### src/rtl/nivel_caixa_pkg.sv
// Shared types and constants for the tank-level segment decoder.
package nivel_caixa_pkg;

  typedef enum logic [1:0] {
    LEVEL_EMPTY  = 2'd0,
    LEVEL_LOW    = 2'd1,
    LEVEL_MEDIUM = 2'd2,
    LEVEL_FULL   = 2'd3
  } levelCodeT;

  // Segment vector order is {segA,segB,segC,segD,segE,segF,segG}.
  localparam logic [6:0] SEG_FULL   = 7'h36;
  localparam logic [6:0] SEG_MEDIUM = 7'h76;
  localparam logic [6:0] SEG_LOW    = 7'h37;
  localparam logic [6:0] SEG_EMPTY  = 7'h31;

  typedef enum logic [1:0] {
    ACQUIRE = 2'd0,
    LOCKED  = 2'd1,
    FAULT   = 2'd2
  } stateT;

  typedef struct packed {
    logic       valid;
    logic [1:0] code;
  } decodeT;

  // Map a segment pattern to its level code; anything not in the table is invalid.
  function automatic decodeT decodePattern(input logic [6:0] pattern);
    decodeT d;
    d.valid = 1'b1;
    d.code  = LEVEL_EMPTY;
    case (pattern)
      SEG_FULL:   d.code = LEVEL_FULL;
      SEG_MEDIUM: d.code = LEVEL_MEDIUM;
      SEG_LOW:    d.code = LEVEL_LOW;
      SEG_EMPTY:  d.code = LEVEL_EMPTY;
      default:    d.valid = 1'b0;
    endcase
    return d;
  endfunction

endpackage

### src/rtl/segment_stability_filter.sv
// Registers the segment vector and counts how long it has been unchanged.
// stableHit pulses once per run, on the edge the run length reaches
// STABLE_CYCLES; stableSample is the registered sample that run refers to.
module segment_stability_filter
  import nivel_caixa_pkg::*;
#(
  parameter int STABLE_CYCLES = 4
) (
  input  logic       clock,
  input  logic       reset,
  input  logic       clear,
  input  logic [6:0] segments,
  output logic [6:0] stableSample,
  output logic       stableHit
);

  localparam int CW = $clog2(STABLE_CYCLES + 1);
  localparam logic [CW-1:0] STABLE_MAX = CW'(STABLE_CYCLES);

  logic [6:0]    sampleReg;
  logic [CW-1:0] stableCount;
  logic [CW-1:0] countNext;
  logic          hitNext;

  assign stableSample = sampleReg;

  // Next run length: restart on change, saturate at the threshold, zero on clear.
  always_comb begin
    countNext = stableCount;
    if (clear) begin
      countNext = '0;
    end else if (segments != sampleReg) begin
      countNext = CW'(1);
    end else if (stableCount != STABLE_MAX) begin
      countNext = stableCount + 1'b1;
    end
    hitNext = !clear && (countNext == STABLE_MAX) &&
              ((stableCount != STABLE_MAX) || (segments != sampleReg));
  end

  // Sample register, run counter and the one-shot hit flag.
  always_ff @(posedge clock) begin
    if (!reset) begin
      sampleReg   <= 7'h00;
      stableCount <= '0;
      stableHit   <= 1'b0;
    end else begin
      sampleReg   <= segments;
      stableCount <= countNext;
      stableHit   <= hitNext;
    end
  end

endmodule

### src/rtl/decoder_nivel_caixa.sv
// Recovers the tank level from the seven segment lines, filters it for
// stability and trips a fault on persistently invalid patterns.
module decoder_nivel_caixa
  import nivel_caixa_pkg::*;
#(
  parameter int STABLE_CYCLES = 4,
  parameter int FAULT_CYCLES  = 16
) (
  input  logic       clock,
  input  logic       reset,
  input  logic       segA,
  input  logic       segB,
  input  logic       segC,
  input  logic       segD,
  input  logic       segE,
  input  logic       segF,
  input  logic       segG,
  input  logic       faultClear,
  output logic       highLevel,
  output logic       mediumLevel,
  output logic       lowLevel,
  output logic [1:0] levelCode,
  output logic       levelValid,
  output logic       levelChanged,
  output logic       fault,
  output logic [1:0] stateDebug
);

  localparam int IW = $clog2(FAULT_CYCLES + 1);
  localparam logic [IW-1:0] FAULT_MAX = IW'(FAULT_CYCLES);

  stateT         state;
  stateT         stateNext;
  logic [6:0]    segments;
  logic [6:0]    stableSample;
  logic          stableHit;
  logic          clearReq;
  logic          primed;
  logic          sampleBad;
  logic          trip;
  logic          commit;
  logic [IW-1:0] invalidCount;
  logic [IW-1:0] invalidNext;
  decodeT        sampleDecode;

  assign segments   = {segA, segB, segC, segD, segE, segF, segG};
  assign stateDebug = state;

  segment_stability_filter #(
    .STABLE_CYCLES(STABLE_CYCLES)
  ) u_filter (
    .clock        (clock),
    .reset        (reset),
    .clear        (clearReq),
    .segments     (segments),
    .stableSample (stableSample),
    .stableHit    (stableHit)
  );

  // Decode, invalid-run counting and the state transition decision.
  // The reset value of the sample register is not a real sample, so the
  // invalid counter ignores it until the first post-reset edge (primed).
  always_comb begin
    clearReq     = (state == FAULT) && faultClear;
    sampleDecode = decodePattern(stableSample);
    sampleBad    = primed && !sampleDecode.valid;
    invalidNext  = invalidCount;
    if (clearReq || !sampleBad) begin
      invalidNext = '0;
    end else if (invalidCount != FAULT_MAX) begin
      invalidNext = invalidCount + 1'b1;
    end
    trip   = (state != FAULT) && (invalidNext == FAULT_MAX);
    commit = (state != FAULT) && !trip && stableHit && sampleDecode.valid &&
             ((state == ACQUIRE) || (sampleDecode.code != levelCode));
    stateNext = state;
    case (state)
      ACQUIRE, LOCKED: begin
        if (trip) begin
          stateNext = FAULT;
        end else if (commit) begin
          stateNext = LOCKED;
        end
      end
      FAULT: begin
        if (faultClear) begin
          stateNext = ACQUIRE;
        end
      end
      default: stateNext = ACQUIRE;
    endcase
  end

  // State, counter and all registered outputs.
  always_ff @(posedge clock) begin
    if (!reset) begin
      state        <= ACQUIRE;
      primed       <= 1'b0;
      invalidCount <= '0;
      levelCode    <= LEVEL_EMPTY;
      highLevel    <= 1'b0;
      mediumLevel  <= 1'b0;
      lowLevel     <= 1'b0;
      levelValid   <= 1'b0;
      levelChanged <= 1'b0;
      fault        <= 1'b0;
    end else begin
      state        <= stateNext;
      primed       <= 1'b1;
      invalidCount <= invalidNext;
      levelChanged <= commit;
      levelValid   <= (stateNext == LOCKED);
      fault        <= (stateNext == FAULT);
      if (commit) begin
        levelCode   <= sampleDecode.code;
        highLevel   <= (sampleDecode.code == LEVEL_FULL);
        mediumLevel <= (sampleDecode.code == LEVEL_FULL) || (sampleDecode.code == LEVEL_MEDIUM);
        lowLevel    <= (sampleDecode.code != LEVEL_EMPTY);
      end
    end
  end

endmodule

### config.mk
export PLATFORM = sky130hd
export DESIGN_NAME = decoder_nivel_caixa
export DESIGN_NICKNAME = d
export VERILOG_FILES = /design/src/rtl/nivel_caixa_pkg.sv /design/src/rtl/segment_stability_filter.sv /design/src/rtl/decoder_nivel_caixa.sv
export SDC_FILE = /design/constraint.sdc
export NUM_CORES = 1
export LEC_CHECK = 0
export CAP_MARGIN = 20
export CORE_MARGIN = 5
export CORE_UTILIZATION = 46
export DETAILED_ROUTE_END_ITERATION = 10
export PLACE_DENSITY_LB_ADDON = 0.12
export SLEW_MARGIN = 20
export SYNTH_ARGS = -nofsm -noshare
export SYNTH_HDL_FRONTEND = slang
export SYNTH_SLANG_ARGS = --single-unit
### constraint.sdc
create_clock -name clock -period 1.38 [get_ports clock]
set_input_delay 0.276 -clock clock [delete_from_list [all_inputs] [get_ports clock]]
set_output_delay 0.276 -clock clock [all_outputs]
set_load 0.01 [all_outputs]
# Word level (Yosys, flattened, before mapping)
# Index checks and enable logic that the tools add are counted.
[op_classes]
addsub = 2
eq_ne = 17
mux = 12
reduce_logical = 21
[op_table]
columns = ["operator", "n"]
rows = [
  ["equality test 7 x 6 -> 1 bit, second input constant", 3],
  ["two-way mux 5 bit", 2],
  ["logical AND 1 bit", 9],
  ["two-way mux 3 bit", 3],
  ["equality test 2 bit, second input constant", 4],
  ["equality test 7 bit, second input constant", 1],
  ["!= test 7 bit", 1],
  ["two-way mux 2 bit", 3],
  ["one-hot mux 2 bit (3 select lines)", 1],
  ["adder 5 x 1 -> 5 bit, second input constant", 1],
  ["equality test 5 bit, second input constant", 1],
  ["!= test 5 bit, second input constant", 1],
  ["equality test 2 x 1 -> 1 bit, second input constant", 2],
  ["zero test 1 bit", 4],
  ["logical OR 1 bit", 4],
  ["one-hot mux 2 bit (2 select lines)", 1],
  ["OR reduction 4 bit", 1],
  ["adder 3 x 1 -> 3 bit, second input constant", 1],
  ["equality test 3 bit, second input constant", 1],
  ["!= test 3 bit, second input constant", 1],
  ["zero test 2 bit", 1],
  ["two-way mux 1 bit", 2],
  ["!= test 2 bit", 1],
  ["!= test 2 bit, second input constant", 1],
  ["other kinds (2)", 2],
]
[totals]
register_bits = 27
input_bits = 10
elab_cells = 65

# Logic depth before layout (Yosys ltp)
# Gate-level depths: netlist of the first run.
[depth]
word_depth = 19
mapped_depth = 7
mapped_depth_nobuf = 7

# Cells and area by module
# A second synthesis of the first run with hierarchy kept.
[unflattened]
hier_cells = 127
hier_area_um2 = 1231.2
[modules_own_cells]
columns = ["module", "n_inst", "cells_per_inst", "area_each_um2", "seq_area_each_um2"]
rows = [
  ["decoder_nivel_caixa", 1, 82, 775.7, 300.3],
  ["segment_stability_filter", 1, 45, 455.4, 220.2],
]

# Least setup slack after synthesis of the first run
# OpenSTA, ideal clock, no wires.
[synth_path]
path_type = "reg2reg"
start = "register invalidCount[0]"
end = "register levelValid"
setup_time_ns = 0.118
arrival_time_ns = 1.380
path_slack_ns = -0.117
stages_incl_launch_ff = 8
path_buffers = 0
period_less_slack_ns = 1.497
path_cell_list = "dfxtp_1 inv_1 ha_1 nand3b_1 nor4b_1 a311o_1 nand4b_1 o2111a_1"
[synth_via]
elab_chain_len = 14
word_cells_on_any_way = 15
[synth_lines]
columns = ["element", "line", "text"]
rows = [
  ["from (decl)", "decoder_nivel_caixa.sv:42", "logic [IW-1:0] invalidCount;"],
  ["from (signal assigned)", "decoder_nivel_caixa.sv:110", "invalidCount <= invalidNext;"],
  ["adder 5 x 1 -> 5 bit / != test 5 bit (equally long branches)", "decoder_nivel_caixa.sv:71, decoder_nivel_caixa.sv:70", ""],
  ["two-way mux 5 bit (*)", "decoder_nivel_caixa.sv:70", "end else if (invalidCount != FAULT_MAX) begin"],
  ["two-way mux 5 bit (*)", "decoder_nivel_caixa.sv:68", "if (clearReq || !sampleBad) begin"],
  ["equality test 5 bit (*)", "decoder_nivel_caixa.sv:73", "trip = (state != FAULT) && (invalidNext == FAULT_MAX);"],
  ["logical AND 1 bit (*)", "decoder_nivel_caixa.sv:73", ""],
  ["zero test 1 bit", "decoder_nivel_caixa.sv:74", "commit = (state != FAULT) && !trip && stableHit && sampleDecode.valid &&"],
  ["logical AND 1 bit (4 in a row)", "decoder_nivel_caixa.sv:74", ""],
  ["two-way mux 2 bit", "decoder_nivel_caixa.sv:81", "end else if (commit) begin"],
  ["two-way mux 2 bit (*)", "decoder_nivel_caixa.sv:79", "if (trip) begin"],
  ["one-hot mux 2 bit (2 select lines) (*)", "decoder_nivel_caixa.sv:77", "case (state)"],
  ["equality test 2 x 1 -> 1 bit (*)", "decoder_nivel_caixa.sv:112", "levelValid <= (stateNext == LOCKED);"],
  ["to (signal assigned)", "decoder_nivel_caixa.sv:112", ""],
  ["to (decl)", "decoder_nivel_caixa.sv:23", "output logic levelValid,"],
]
# Every way passes the cells marked *; elsewhere a longest branch is shown, timed or not.
# A chain may end at the register's enable or synchronous reset.

# Worst setup path after layout of the first run
[layout_path]
start = "register u_filter.sampleReg[3], in the netlist u_filter.stableSample[3]"
end = "register levelValid"
[layout_via]
elab_chain_len = 19
word_cells_on_any_way = 25
[layout_lines]
columns = ["element", "line", "text"]
rows = [
  ["from (decl)", "segment_stability_filter.sv:20", "logic [6:0] sampleReg;"],
  ["from (signal assigned)", "segment_stability_filter.sv:48", "sampleReg <= segments;"],
  ["equality test 7 x 6 -> 1 bit / equality test 7 bit (equally long branches)", "nivel_caixa_pkg.sv:33", "case (pattern)"],
  ["OR reduction 4 bit (no source line)", "-", ""],
  ["two-way mux 1 bit", "nivel_caixa_pkg.sv:33", ""],
  ["zero test 1 bit", "decoder_nivel_caixa.sv:66", "sampleBad = primed && !sampleDecode.valid;"],
  ["logical AND 1 bit", "decoder_nivel_caixa.sv:66", ""],
  ["zero test 1 bit", "decoder_nivel_caixa.sv:68", ""],
  ["logical OR 1 bit", "decoder_nivel_caixa.sv:68", ""],
  ["two-way mux 5 bit", "decoder_nivel_caixa.sv:68", ""],
  ["equality test 5 bit", "decoder_nivel_caixa.sv:73", ""],
  ["logical AND 1 bit", "decoder_nivel_caixa.sv:73", ""],
  ["zero test 1 bit", "decoder_nivel_caixa.sv:74", ""],
  ["logical AND 1 bit (4 in a row)", "decoder_nivel_caixa.sv:74", ""],
  ["two-way mux 2 bit", "decoder_nivel_caixa.sv:81", ""],
  ["two-way mux 2 bit (*)", "decoder_nivel_caixa.sv:79", ""],
  ["one-hot mux 2 bit (2 select lines) (*)", "decoder_nivel_caixa.sv:77", ""],
  ["equality test 2 x 1 -> 1 bit (*)", "decoder_nivel_caixa.sv:112", ""],
]
# Marked as above.

==> impl_results.md, run 1 <==
* Outcome: finished, violations left
* Failing checks: setup timing
* Int Pwr at 0.958 mW
* First-pass GRT wire length at 3770 um
* Post-route ant nets at 0
* Period utilization at 111%
* Slew @ Worst Pin at 0.329 ns
* Via-to-Cell Ratio at 5.08
* DP HPWL at 1740 um
* Worst-path cell with the longest stage delay: dfxtp_1
* Switching portion of total power at 23.3%
* # setup viols final at 16
* CTS Buf Count at 3
* Crit. End Element: register
* Yosys cell types at 36
* Tot GR Track Use at 13.4%
* Sequential share of power at 63.0%
* Synthesized Nets at 134
* FMAX at 651 MHz
* Share of the synthesized area in the top cell type at 42.6%
* Initial core utilization at 48.8%
* Yosys top cell by area: dfxtp_1
* Post-Synthesis Cell Area at 1220 um^2
* Die H at 61.5 um
* VDD IR max at 0.000564 V
* Hold Fails Final Rpt at 0
* Syn Inst Count at 120
* Remaining DRCs at 0
* RD Place Congestion at 0.816
* IO Pins at 20
* Ys Warns at 0
* Unrepaired setup endpoints after global routing: yes
* Final net count at 176
* Top cell by count, worst path: buf_4
* NetSw at 0.291 mW
* Layout cells sized above 1 at 35.6%
* Drt wl/cell at 12.8 um
* Via count at 966
* Crit path launch type: register
* Data arrival, critical path at 1.80 ns
* Core Util, Final at 68.9%
* Port Buffers at 19
* Final wirelength at 2430 um
* Max-cap violations at 0
* Critical Path Max Stage Delay at 0.34 ns
* Ant. Diodes at 0
* Clk network pwr share at 25.2%
* Slew HR at 78.0%
* Combinational share of power at 11.8%
* Leak at 0.743 nW
* Worst hold slack at 0.473 ns
* Die ar. at 3790 um^2
* CTS tree: yes
* Critical Path RT at 1.65 ns
* CTS H-tree depth at 1
* Initial antenna violation count at 0
* Min Tclk post-route at 1.54 ns
* CP Max Fanout at 4
* Clk Latency, worst-skew pair at 0.31 ns
* Clock Pin Slew Worst Setup and Hold Paths at 0.14 ns
* Worst min path class: register to register
* Die X at 61.5 um
* CTS sink count at 26
* Slew Viols, Final at 0
* TritonRoute pass-1 iters at 4
* CP cell instances: nand3b_4 > nor4b_4 > buf_4 > nor3_2 > buf_4 > nand4b_1 > o2111a_1
* Pin count of the biggest net entering global routing at 15
* Sequential area share after synthesis at 42.6%
* CTS root buf: clkbuf_4
* Worst R2R Setup Slack at -0.16 ns
* Hold_buf cts at 0
* Synthesis-stage register bit count at 26
* Crit Path Class: register to register
* Avg Inst Size Synth at 10.2 um^2
* Top post-synthesis cells by area: dfxtp_1 (43%), xnor2_1 (5.7%), mux2i_1 (4.9%)
* Num rows at 18
* Initial detailed-routing violation count at 24
* P&R area growth vs syn at 41.1%
* Final Skew at 0.00772 ns
* Pwr per Cell Area at 725 nW/um^2
* Final WS setup at -0.157 ns
* Number of global-route vias before repair at 905
* Clock buffer depth at 2
* Core area at 2500 um^2
* # fillers at 213
* Total grt overflow at 0
## worst paths after layout
kind | startpoint | end | cells after the start
max | u_filter.stableSample[3] | levelValid | 7
min | lowLevel | lowLevel | 2
max reg2reg | u_filter.stableSample[3] | levelValid | 7
min reg2reg | lowLevel | lowLevel | 2
## registers in the layout, summed over array words and instances (netlist names)
signal and count:
u_filter.stableSample 7, levelChanged 1, fault 1, mediumLevel 1
u_filter.stableCount 3, u_filter.stableHit 1, stateDebug 2, levelValid 1
invalidCount 5, levelCode 1, primed 1, highLevel 1
lowLevel 1
## cells in the final DEF (no fill, tap or decap), types with 2 or more instances in the layout
master and n:
buf_4 20, dfxtp_1 18, dlygate4sd2_1 10, clkdlybuf4s50_1 9, and2_1 8, nand2_1 7
xnor2_1 7, dfxtp_2 7, mux2i_1 6, nor2_1 5, nor3_2 4, xor2_1 4
inv_1 3, nand3_1 3, clkbuf_4 3, inv_2 2, xor2_2 2, nor4b_4 2
nor2b_1 2, nand3b_1 2, nand2b_1 2, and3_1 2, o2111a_1 2, nand4_1 2
nor2b_4 2, a21boi_1 2, ha_1 2
## power groups by stage
stage               logic [mW]  registers [mW]  clock network, mW
floorplan               0.0633           0.801                  0
global placement         0.122           0.802                  0
detailed placement       0.123           0.803                  0
CTS                      0.136           0.787              0.329
global route             0.160           0.790              0.360
finish                   0.148           0.788              0.314
## layer usage
layer | part of all wire [%] | wire length, um | up-vias | track usage (%)
li1 | - | - | 495 | -
met1 | 44 | 1070 | 447 | 16.0
met2 | 51 | 1230 | 20 | 23.2
met3 | 4.1 | 99 | 4 | 2.94
met4 | 1.3 | 32 | 0 | 5.45
met5 | 0 | 0 | - | 0
## cells in the mapped netlist (all sizes together)
| cell | instances |
|---|---|
| dfxtp | 26 |
| and2 | 9 |
| nand2 | 8 |
| xnor2 | 8 |
| mux2i | 6 |
| nor2 | 6 |
| xor2 | 6 |
| inv | 5 |
| nor3 | 5 |
| ha | 4 |
| nor2b | 4 |
| nand3 | 3 |
| nand3b | 3 |
| a21boi | 2 |
| and3 | 2 |
| clkbuf | 2 |
| nand2b | 2 |
| nand4 | 2 |
| nor4b | 2 |
| o2111a | 2 |
| o21ai | 2 |
| a21oi | 1 |
| a311o | 1 |
| a31oi | 1 |
| and4b | 1 |
| buf | 1 |
| mux2 | 1 |
| nand4b | 1 |
| nor4 | 1 |
| o221ai | 1 |
| or2 | 1 |
| or3 | 1 |
## cell families (layout without fill, tap and decap cells)
logic type               Yosys count  in the layout  share of synthesized area [%]
XOR/XNOR                          14             14                           10.0
adder cells (fa/ha/maj)            4              4                           4.10
AND/OR/NAND/NOR                   51             51                           26.5
buffers and inverters              8             48                           2.77
multiplexers                       7              7                           5.84
flip-flops                        26             26                           42.6
AO/OA/AOI/OAI                     10             10                           8.09
## layout make-up
cell class                 instances  area (um^2)  share of cell area, %
timing repair buffer              40          339                   19.7
inverter                           5         18.8                   1.09
tap                               30         37.5                   2.18
sequential                        26          533                   30.9
multi-input combinational         86          772                   44.8
clock buffer                       3         22.5                   1.31
## what timing repair did
action | in CTS | in global routing
gates resized for setup | 27 | 13
pin swaps | 7 | 8
setup endpoints to repair | 26 | 17
buffers inserted | 5 | 2
## critical path: cells and delay by family (launching register included)
kind                   cells  cell delay (ns)
AND/OR/NAND/NOR            4             0.65
flip-flops                 1             0.34
buffers and inverters      2             0.31
AO/OA/AOI/OAI              1             0.19
## stage by stage
| stage | instances | cell area [um^2] | setup TNS [ns] | setup slack (ns) | power, mW |
|---|---|---|---|---|---|
| after CTS | 188 | 1650 | -0.977 | -0.149 | 1.25 |
| final | 190 | 1720 | -1.27 | -0.157 | 1.25 |
| after global placement | 182 | 1570 | -2.51 | -0.295 | 0.924 |
| after floorplan | 120 | 1240 | -0.220 | -0.0606 | 0.864 |
| after global routing | 190 | 1720 | -2.52 | -0.210 | 1.31 |
| after detailed placement | 182 | 1570 | -2.93 | -0.364 | 0.925 |
Power figures use the tool's default switching activity.
==> run 2, diff against run 1 <==
CORE_UTILIZATION = 51   (was 46)
clock period = 1.66 ns   (was 1.38 ns; I/O delays follow)
==> run 2 against run 1 <==
Net effect: the flow now finishes without violations; critical endpoint is now stateDebug[0]; clock skew decreased by 0.0034 ns; total power shrank 15%; worst hold slack worse by 0.0034 ns; flip-flop and latch count did not move.
==> impl_results.md, run 2 (synthesis results as in run 1) <==
* Die H at 58.9 um
* Hold path endpoint: lowLevel
* DP HPWL at 1710 um
* Clk network pwr share at 29.5%
* NetSw at 0.231 mW
* VDD IR max at 0.000510 V
* Clock buffer depth at 2
* Met3 Track Usage GR at 2.63%
* Most common cell after layout, fill and taps aside: dfxtp_1
* Ant. Diodes at 0
* Max reg flops at 7
* Clock Pin Slew Worst Setup and Hold Paths at 0.13 ns
* DP Area at 1490 um^2
* Period utilization at 96.0%
* Outcome: finished clean
* Design area at 1570 um^2
* Layout cells sized above 1 at 18.7%
* FMAX at 628 MHz
* Final Skew at 0.00430 ns
* # setup viols final at 0
* Int Pwr at 0.826 mW
* Unrepaired setup endpoints after global routing: yes
* CTS root buf: clkbuf_4
* Critical Path RT at 1.92 ns
* Hold Fails Final Rpt at 0
* Crit path launch type: register
* Remaining DRCs at 0
* Core area at 2250 um^2
* Data arrival, critical path at 1.85 ns
* Via count at 920
* Initial detailed-routing violation count at 8
* Hold_buf cts at 0
* Slew HR at 78.3%
* Initial core utilization at 54.2%
* Final net count at 165
* Min Tclk post-route at 1.59 ns
* Total grt overflow at 0
* Pin count of the biggest net entering global routing at 15
* Met2 Use GR at 26.7%
* IO Pins at 20
* CP Max Fanout at 5
* Final wirelength at 2150 um
* Num rows at 17
* Tot GR Track Use at 14.2%
* Slew @ Worst Pin at 0.322 ns
* GRT Max-Usage Layer: met2
* Post-route ant nets at 0
* Register-to-Register Path Depth at 7
* M1 GR Usage at 15.5%
* Pwr per Cell Area at 675 nW/um^2
* Core Util, Final at 69.4%
* Hold_sp: lowLevel
* Combinational share of power at 8.7%
* P&R area growth vs syn at 28.2%
* First-pass GRT wire length at 3820 um
* FF-to-FF End: stateDebug[0]
* Clk Latency, worst-skew pair at 0.31 ns
* Max-cap violations at 0
* TritonRoute pass-1 iters at 4
* CTS sink count at 26
* Number of global-route vias before repair at 922
* FF-to-FF Start: invalidCount[0]
* Crit Path Class: register to register
* Crit. End Element: register
* Hold Path Depth at 2
* Die X at 58.9 um
* Drt wl/cell at 12.1 um
* RD Place Congestion at 0.736
* CTS Buf Count at 3
* Initial antenna violation count at 0
* CTS H-tree depth at 1
* Setup TNS at 0 ns
* Slew Viols, Final at 0
* Most frequent cells in the layout: dfxtp_1 (22), clkdlybuf4s50_1 (19), buf_4 (10), and2_1 (9)
* Via-to-Cell Ratio at 5.17
* Sequential share of power at 61.8%
* Die ar. at 3470 um^2
* Worst min path class: register to register
* Leak at 0.617 nW
* Port Buffers at 19
* CTS tree: yes
* Worst R2R Setup Slack at 0.07 ns
* Switching portion of total power at 21.9%
run 2: worst max-delay path by stage:
stage	start	endpoint	slack (ns)	cells after the start
floorplan	invalidCount[0]	levelValid	0.16	7
global placement	segG	u_filter.stableHit	-0.12	6
detailed placement	segF	u_filter.stableHit	-0.17	6
CTS	stateDebug[1]	stateDebug[1]	0.02	1
global route	u_filter.stableSample[1]	highLevel	-0.006	5
finish	invalidCount[0]	stateDebug[0]	0.07	7
run 2: final cells by class:
cell class                      instances  area [um^2]
Sequential cell                        26          528
Tap cell                               28         35.0
Inverter                                5         18.8
Timing Repair Buffer                   29          265
Multi-Input combinational cell         86          682
Clock buffer                            4         36.3
Fill cell                             184          689
run 2: metrics by stage:
| stage | setup WS (ns) | cells | total power [mW] | hold WS [ns] |
|---|---|---|---|---|
| final | 0.0670 | 178 | 1.06 | 0.470 |
| after global routing | -0.00644 | 178 | 1.11 | 0.499 |
| after CTS | 0.0170 | 176 | 1.07 | 0.475 |
| after detailed placement | -0.165 | 172 | 0.757 | 0.453 |
| after global placement | -0.121 | 172 | 0.753 | 0.445 |
| after floorplan | 0.163 | 120 | 0.715 | 0.360 |
run 2: critical path, stage by stage, from the launching register on:
cell	delay [ns]
dfxtp_2	0.37
inv_2	0.08
ha_1	0.15
nand3b_1	0.11
nor4b_2	0.18
a311o_1	0.34
nand4b_1	0.12
o2111a_1	0.19
run 2: per-layer routing:
layer / part of all wire [%] / up-vias / wire (um)
li1: - / 475 / -
met1: 42 / 414 / 899
met2: 52 / 25 / 1110
met3: 4.1 / 6 / 89
met4: 2.3 / 0 / 50
met5: 0 / - / 0
run 2: what timing repair did:
action,4_1_cts,5_1_grt
buffers inserted,0,2
pin swaps,0,1
resized for setup,2,6
setup endpoints to repair,3,13
run 2: power by group through the flow:
| stage | combinational [mW] | sequential (mW) | clock (mW) |
|---|---|---|---|
| after global routing | 0.102 | 0.655 | 0.354 |
| after CTS | 0.0903 | 0.654 | 0.325 |
| after global placement | 0.0864 | 0.667 | 0 |
| after floorplan | 0.0503 | 0.664 | 0 |
| final | 0.0922 | 0.653 | 0.311 |
| after detailed placement | 0.0896 | 0.668 | 0 |
==> run 3, diff against run 2 <==
CORE_ASPECT_RATIO = 1.5   (was not set)
==> run 3 against run 2 <==
Net effect: clock power decreased by 15%; combinational power rose by 8%; largest cell class unchanged; register-to-register slack worse by 0.02 ns; clock-buffer cell count down 1; largest power group unchanged.
==> impl_results.md, run 3 (synthesis results as in run 1) <==
* CTS sink count at 26
* Core area at 2260 um^2
* NetSw at 0.236 mW
* Final wirelength at 2400 um
* Clock buffer depth at 2
* Leak at 0.625 nW
* Post-route ant nets at 0
* DP HPWL at 1760 um
* Slew @ Worst Pin at 0.329 ns
* Data arrival, critical path at 1.87 ns
* Crit. End Element: register
* Initial detailed-routing violation count at 12
* Via count at 930
* CP Max Fanout at 5
* Initial core utilization at 54.0%
* Max reg flops at 7
* Critical Path RT at 1.92 ns
* Num rows at 21
* P&R area growth vs syn at 29.4%
* Via-to-Cell Ratio at 5.38
* Pwr per Cell Area at 645 nW/um^2
* Die X at 50.0 um
* Final Skew at 0.00801 ns
* Min Tclk post-route at 1.61 ns
* Drt wl/cell at 13.8 um
* Number of global-route vias before repair at 966
* Clk network pwr share at 25.9%
* Die H at 69.9 um
* Cell Count, Final, Fillers Out at 173
* Worst hold slack at 0.468 ns
* RD Place Congestion at 0.744
* Final net count at 166
* Initial antenna violation count at 0
* CTS Buf Count at 3
* CTS H-tree depth at 1
* Hold Fails Final Rpt at 0
* Clk Latency, worst-skew pair at 0.32 ns
* # setup viols final at 0
* Total grt overflow at 0
* Sequential share of power at 64.3%
* Post-Place Cells at 168
* Switching portion of total power at 23.2%
* Port Buffers at 19
* IO Pins at 20
* First-pass GRT wire length at 4040 um
* Max-cap violations at 0
* Combinational share of power at 9.8%
* # fillers at 181
* Outcome: finished clean
* Crit Path Class: register to register
* Slew Viols, Final at 0
* Slew HR at 77.9%
* Tot GR Track Use at 14.3%
* TritonRoute pass-1 iters at 4
* Unrepaired setup endpoints after global routing: yes
* Pin count of the biggest net entering global routing at 14
* Die ar. at 3490 um^2
* Period utilization at 97.0%
* VDD IR max at 0.000702 V
* CTS tree: yes
* Ant. Diodes at 0
* Remaining DRCs at 0
* Most common cell after layout, fill and taps aside: clkdlybuf4s50_1
* Crit path launch type: register
* Layout cells sized above 1 at 24.0%
* Int Pwr at 0.783 mW
* Most frequent cells in the layout: clkdlybuf4s50_1 (19), dfxtp_1 (17), buf_4 (11), and2_1 (9)
* Worst min path class: register to register
* Core Util, Final at 69.9%
* Clock Pin Slew Worst Setup and Hold Paths at 0.14 ns
* CTS root buf: clkbuf_4
* FMAX at 621 MHz
## run 3: stage by stage
step	power [mW]	area (um^2)	worst slack, ns	TNS (ns)
2_1_floorplan	0.715	1220	0.163	0
3_3_place_gp	0.754	1490	-0.145	-0.415
3_5_place_dp	0.756	1490	-0.193	-0.594
4_1_cts	1.02	1530	0.0129	0
5_1_grt	1.07	1580	-0.0413	-0.165
6_report	1.02	1580	0.0490	0
## run 3: layer usage
layer	track usage (%)	part of all wire, %	up-vias
li1	-	-	475
met1	15.1	40	438
met2	25.1	55	13
met3	3.19	3.4	4
met4	8.16	1.6	0
met5	0	0	-
## run 3: worst max-delay path, cell delays in order, from the launching register on
cell and delay, ns:
dfxtp_4 0.39, inv_4 0.06, ha_2 0.16, nand3b_1 0.13, nor4b_4 0.16, a311o_1 0.30
nand4b_1 0.15, o2111a_1 0.20
## run 3: area by class of cell
class                      count  area (um^2)  area share (%)
clock buffer                   3         22.5            1.43
multi-input combinational     86          701            44.3
inverter                       5         21.3            1.35
tap                           23         28.8            1.82
timing repair buffer          30          273            17.3
sequential                    26          534            33.8
## run 3: path summary, 6_finish.rpt
| path | from | to | slack [ns] | depth (start not counted) |
|---|---|---|---|---|
| worst max-delay path | invalidCount[0] | levelValid | 0.05 | 7 |
| worst min-delay path | highLevel | highLevel | 0.47 | 2 |
| worst max register to register | invalidCount[0] | levelValid | 0.05 | 7 |
| worst min register to register | highLevel | highLevel | 0.47 | 2 |
## run 3: power groups by stage
stage,combinational (mW),sequential [mW],clock [mW]
2_1_floorplan,0.0503,0.664,0
3_3_place_gp,0.0871,0.666,0
3_5_place_dp,0.0884,0.667,0
4_1_cts,0.0909,0.654,0.275
5_1_grt,0.110,0.658,0.302
6_report,0.100,0.656,0.264
## run 3: repair_timing
action,CTS,global route
setup endpoints to repair,4,10
gates resized for setup,3,15
pin swaps,1,6
buffers inserted,0,2
hold buffers,0,0
